[src/rtl/ps2_key_decoder.sv]
// PS/2 keyboard receiver: frames scan-code set 2 bytes and tracks the currently held key.
// Handles make, F0 break and E0 extended prefixes; aborts stalled frames after a timeout.
module ps2_key_decoder #(
  parameter int unsigned TIMEOUT_CYCLES = 50000,
  parameter int unsigned SYNC_STAGES    = 2
) (
  input  logic       clk,
  input  logic       rst,
  input  logic       kb_clk,
  input  logic       kb_data,
  output logic [7:0] code,
  output logic       code_valid,
  output logic [7:0] key,
  output logic       key_ext,
  output logic       key_make,
  output logic       frame_err
);

  localparam int unsigned TW = $clog2(TIMEOUT_CYCLES);
  localparam logic [7:0] BYTE_EXT = 8'hE0;
  localparam logic [7:0] BYTE_BRK = 8'hF0;

  typedef enum logic [1:0] {
    S_IDLE,
    S_DATA,
    S_PARITY,
    S_STOP
  } state_e;

  logic [SYNC_STAGES-1:0] clk_sync_q;
  logic [SYNC_STAGES-1:0] dat_sync_q;
  logic                   clk_prev_q;
  logic                   fall_c;
  logic                   dat_c;

  state_e      state_q, state_d;
  logic [2:0]  bitcnt_q, bitcnt_d;
  logic [7:0]  shift_q, shift_d;
  logic        parity_q, parity_d;
  logic [TW-1:0] tmo_q, tmo_d;
  logic        ext_q, ext_d;
  logic        brk_q, brk_d;
  logic [7:0]  code_q, code_d;
  logic        code_valid_q, code_valid_d;
  logic [7:0]  key_q, key_d;
  logic        key_ext_q, key_ext_d;
  logic        key_make_q, key_make_d;
  logic        frame_err_q, frame_err_d;

  // Synchronisers; reset to the idle-high level so reset never fakes an edge
  always_ff @(posedge clk) begin
    if (!rst) begin
      clk_sync_q <= '1;
      dat_sync_q <= '1;
      clk_prev_q <= 1'b1;
    end else begin
      clk_sync_q <= {clk_sync_q[SYNC_STAGES-2:0], kb_clk};
      dat_sync_q <= {dat_sync_q[SYNC_STAGES-2:0], kb_data};
      clk_prev_q <= clk_sync_q[SYNC_STAGES-1];
    end
  end

  assign fall_c = clk_prev_q & ~clk_sync_q[SYNC_STAGES-1];
  assign dat_c  = dat_sync_q[SYNC_STAGES-1];

  always_ff @(posedge clk) begin
    if (!rst) begin
      state_q      <= S_IDLE;
      bitcnt_q     <= '0;
      shift_q      <= '0;
      parity_q     <= 1'b0;
      tmo_q        <= '0;
      ext_q        <= 1'b0;
      brk_q        <= 1'b0;
      code_q       <= '0;
      code_valid_q <= 1'b0;
      key_q        <= '0;
      key_ext_q    <= 1'b0;
      key_make_q   <= 1'b0;
      frame_err_q  <= 1'b0;
    end else begin
      state_q      <= state_d;
      bitcnt_q     <= bitcnt_d;
      shift_q      <= shift_d;
      parity_q     <= parity_d;
      tmo_q        <= tmo_d;
      ext_q        <= ext_d;
      brk_q        <= brk_d;
      code_q       <= code_d;
      code_valid_q <= code_valid_d;
      key_q        <= key_d;
      key_ext_q    <= key_ext_d;
      key_make_q   <= key_make_d;
      frame_err_q  <= frame_err_d;
    end
  end

  // Frame FSM, timeout and key tracking; a detected falling edge beats the timeout
  always_comb begin
    state_d      = state_q;
    bitcnt_d     = bitcnt_q;
    shift_d      = shift_q;
    parity_d     = parity_q;
    tmo_d        = tmo_q;
    ext_d        = ext_q;
    brk_d        = brk_q;
    code_d       = code_q;
    code_valid_d = 1'b0;
    key_d        = key_q;
    key_ext_d    = key_ext_q;
    key_make_d   = 1'b0;
    frame_err_d  = 1'b0;

    if (fall_c) begin
      tmo_d = '0;
      case (state_q)
        S_IDLE: begin
          if (!dat_c) begin
            state_d  = S_DATA;
            bitcnt_d = '0;
          end
        end
        S_DATA: begin
          shift_d  = {dat_c, shift_q[7:1]};
          bitcnt_d = bitcnt_q + 3'(1);
          if (bitcnt_q == 3'd7) state_d = S_PARITY;
        end
        S_PARITY: begin
          parity_d = dat_c;
          state_d  = S_STOP;
        end
        S_STOP: begin
          state_d = S_IDLE;
          if (dat_c && (^{shift_q, parity_q})) begin
            code_d       = shift_q;
            code_valid_d = 1'b1;
            if (shift_q == BYTE_EXT) begin
              ext_d = 1'b1;
            end else if (shift_q == BYTE_BRK) begin
              brk_d = 1'b1;
            end else if (brk_q) begin
              if ((shift_q == key_q) && (ext_q == key_ext_q)) begin
                key_d     = '0;
                key_ext_d = 1'b0;
              end
              ext_d = 1'b0;
              brk_d = 1'b0;
            end else begin
              key_d      = shift_q;
              key_ext_d  = ext_q;
              key_make_d = 1'b1;
              ext_d      = 1'b0;
            end
          end else begin
            frame_err_d = 1'b1;
            ext_d       = 1'b0;
            brk_d       = 1'b0;
          end
        end
        default: state_d = S_IDLE;
      endcase
    end else if (state_q == S_IDLE) begin
      tmo_d = '0;
    end else if (tmo_q == TW'(TIMEOUT_CYCLES - 1)) begin
      state_d     = S_IDLE;
      tmo_d       = '0;
      frame_err_d = 1'b1;
      ext_d       = 1'b0;
      brk_d       = 1'b0;
    end else begin
      tmo_d = tmo_q + TW'(1);
    end
  end

  assign code       = code_q;
  assign code_valid = code_valid_q;
  assign key        = key_q;
  assign key_ext    = key_ext_q;
  assign key_make   = key_make_q;
  assign frame_err  = frame_err_q;

endmodule

[config.mk]
export PLATFORM = sky130hd
export DESIGN_NAME = ps2_key_decoder
export DESIGN_NICKNAME = d
export VERILOG_FILES = /design/src/rtl/ps2_key_decoder.sv
export SDC_FILE = /design/constraint.sdc
export NUM_CORES = 1
export LEC_CHECK = 0
export CORE_MARGIN = 10
export CORE_UTILIZATION = 56
export DETAILED_ROUTE_END_ITERATION = 12
export PLACE_DENSITY = 0.78
export SYNTH_ARGS = -nofsm -noshare
export SYNTH_HDL_FRONTEND = slang
export SYNTH_SLANG_ARGS = --single-unit
[constraint.sdc]
create_clock -name clk -period 2.6 [get_ports clk]
set_clock_uncertainty 0.05 [all_clocks]
set_input_delay 0.39 -clock clk [delete_from_list [all_inputs] [get_ports clk]]
set_output_delay 0.39 -clock clk [all_outputs]
set_load 0.005 [all_outputs]
==> results.py <==
metrics = {
    "outcome": {
        "status": "finished clean",
    },
    "place": {
        "globalplace.congestion": 0.8171,
        "dpl.hpwl_microns": 3231,
        "port_buffers": 23,
        "pre_cts_ws_ns": 0.4755,
    },
    "die": {
        "core_area_sq_mm": 0.004384,
        "rows": 24,
        "fp.dieArea_sq_mm": 0.007624,
        "num_io_pins": 24,
        "die_h_microns": 87.32,
        "fp.dieW_microns": 87.32,
        "start_util_pct": 57.88,
    },
    "global_route": {
        "grt_antenna_before_repair": 0,
        "grt_pass1_vias": 1691,
        "grt_start_max_net_pins": 21,
        "grt_usage_pct": 12.54,
        "overflow": 0,
        "grt_pass1_wl_microns": 7665,
    },
    "clocking": {
        "cts_buffers": 9,
        "cts_tree": "done",
        "clkLatencyLatePin_ns": 0.33,
        "clock_tree.root_cell": "clkbuf_8",
        "hold_buffers": 0,
        "clockBufferDepth": 2,
        "cts-resized-gates": 0,
        "cts_setup_buffers": 0,
        "cts.sinks": 57,
        "htree_num_levels": 3,
        "clk_pin_slew_ns": 0.07,
    },
    "yosys": {
        "yosysTopAreaCell": "dfxtp_1",
        "ys_ff_latch": 57,
        "synth_cells": 264,
        "synth_top_area_share_pct": 44.97,
        "synth.avg_cell_area_sq_um": 9.611,
        "ys_seq_area_share_pct": 44.97,
        "synthArstFlopShare_pct": 0,
        "yosysWarnings": 0,
        "syn_nets": 275,
        "ys_types": 36,
        "synthFlopType": "dfxtp_1",
        "synth_area_sq_mm": 0.002537,
        "synth_edf_count": 0,
        "synth_area_leaders": "dfxtp_1 45%, mux2i_1 6.7%, xnor2_1 5.5%",
    },
    "finish": {
        "syn2layout_area_growth_pct": 17.36,
        "mostFrequentLayoutCell": "dfxtp_1",
        "nFillCells": 347,
        "final_cell_mix": "57 x dfxtp_1, 35 x nor2_1, 27 x nand2_1, 23 x clkdlybuf4s50_1, 17 x mux2i_1",
        "antenna_cells": 0,
        "nNetsFinal": 297,
        "layout-drive-gt1-share_pct": 7.241,
    },
    "sta": {
        "rsz0062_at_grt": "no",
        "fmax_mhz": 468.8,
        "setup-tns-final_ns": 0,
        "relSlewSlack_pct": 61.11,
        "finalCritPeriodShare_pct": 82.04,
        "worst_slack_ns": 0.4671,
        "worst_pin_slew_ns": 0.5818,
        "min_period_ns": 2.133,
        "final-hold-violation-count": 0,
        "setup_viol": 0,
        "final_max_slew_viol_count": 0,
    },
    "routing": {
        "vias": 1814,
        "viasPerCell": 5.304,
        "dr.pass1.iters": 4,
        "wl_per_cell_microns": 13.06,
        "initialDrtViolationCount": 64,
        "antenna_left": 0,
        "totalWireLength_microns": 4465,
        "drcViolationCount": 0,
    },
    "worst_setup_path": {
        "reg2reg_to": "key[4]",
        "crit_start": "shift_q[1]",
        "critPathKind": "flip-flop to flip-flop",
        "r2r_start": "shift_q[1]",
        "slowest_stage": "dfxtp_1",
        "arrival_ns": 2.35,
        "cp-start-kind": "flip-flop",
        "path_max_fanout": 10,
        "setup.worst_path.end_class": "flip-flop",
        "crit_chain": "xor2_1, xnor3_1, mux2i_4, and3_1, a22o_1",
        "rrSetupSlack_ns": 0.47,
        "r2r_cells": 5,
        "max_stage_delay_ns": 0.47,
        "required_ns": 2.82,
    },
    "power": {
        "p_leak_nw": 1.181,
        "power.density_mw_per_mm2": 621.6,
        "peakVddDrop_uv": 460.2,
    },
    "hold_path": {
        "min_path_cells": 1,
        "worst_hold_path_type": "flip-flop to flip-flop",
        "min_to": "dat_sync_q[1]",
        "hold_start": "dat_sync_q[0]",
    },
    "run": {
        "drv_cap": 0,
    },
}
## metrics by stage
step / instances / total power [W] / instance area, sq um / hold slack, ns / util (%)
floorplan: 264 / 0.0009179 / 2537 / 0.3363 / -
global placement: 327 / 0.0009304 / 2749 / 0.3388 / 62.70
detailed placement: 327 / 0.0009312 / 2749 / 0.3469 / 62.70
CTS: 342 / 0.001866 / 2978 / 0.3611 / 67.92
global route: 342 / 0.001905 / 2978 / 0.3807 / 67.92
finish: 342 / 0.001851 / 2978 / 0.3578 / 67.92
## how the worst max path moves through the flow
stage | to
detailed placement | key[7]
finish | key[4]
floorplan | key[4]
global placement | key[0]
CTS | key[7]
global route | key[6]
## state kept, by name (all words and copies together) (netlist names)
signal      flops
tmo_q          16
code            8
key             8
shift_q         8
bitcnt_q        3
clk_sync_q      2
dat_sync_q      2
state_q         2
brk_q           1
clk_prev_q      1
code_valid      1
ext_q           1
frame_err       1
key_ext         1
key_make        1
parity_q        1
## power by group
group	switching, W	internal, W	total [W]
logic	0.0000198	0.0000127	0.0000325
registers	0.00000211	0.000877	0.000879
clock network	0.000326	0.000614	0.000939
total	0.000348	0.00150	0.00185
## cell families after synthesis
kind of cell	after synthesis	synth area share [%]
and+or+nand+nor	110	20.86
DFF	57	44.97
xor gates and xnor gates	28	10.75
AOI/OAI and AO/OA	22	7.151
buffers and inverters	22	5.226
muxes	18	7.593
adders and majority gates	7	3.452
## per-layer routing
metal	share of wire (%)	track usage, %	vias up	wire, microns
li1	-	-	935	-
met1	51	16.67	828	2258
met2	41	17.33	42	1836
met3	6.4	3.558	9	286
met4	1.9	7.681	0	83
met5	0	0	-	0
## worst max-delay path: cells and delay by family, from the launching register on
| family | cells | cell delay, ns |
|---|---|---|
| AND/OR/NAND/NOR | 1 | 0.43 |
| AO/OA/AOI/OAI | 1 | 0.19 |
| flip-flops | 1 | 0.47 |
| multiplexers | 1 | 0.30 |
| XOR/XNOR | 2 | 0.64 |
## area by class of cell
class | count | area [sq um] | area share, %
clock buffers | 13 | 168.9 | 5.672
clock inverters | 2 | 60.06 | 2.017
inverters | 7 | 26.28 | 0.8824
multi-input cells | 185 | 1264 | 42.44
flip-flops and latches | 57 | 1141 | 38.32
well taps | 52 | 65.06 | 2.185
repair buffers | 26 | 252.7 | 8.487
## synthesized netlist by cell type (2+ instances only)
cell	instances
ha_1	7
and3_1	6
buf_6	3
nor4bb_1	2
a21oi_1	6
nor3_1	5
a22o_1	9
nand3_1	15
nand4_1	4
nand2b_1	10
xor2_1	10
dfxtp_1	57
nor2_1	35
mux2i_1	17
clkbuf_1	4
xnor3_1	2
o2bb2ai_1	2
nand2_1	27
inv_1	6
buf_4	6
xnor2_1	16
No activity file was read; power rests on OpenSTA's default activity.
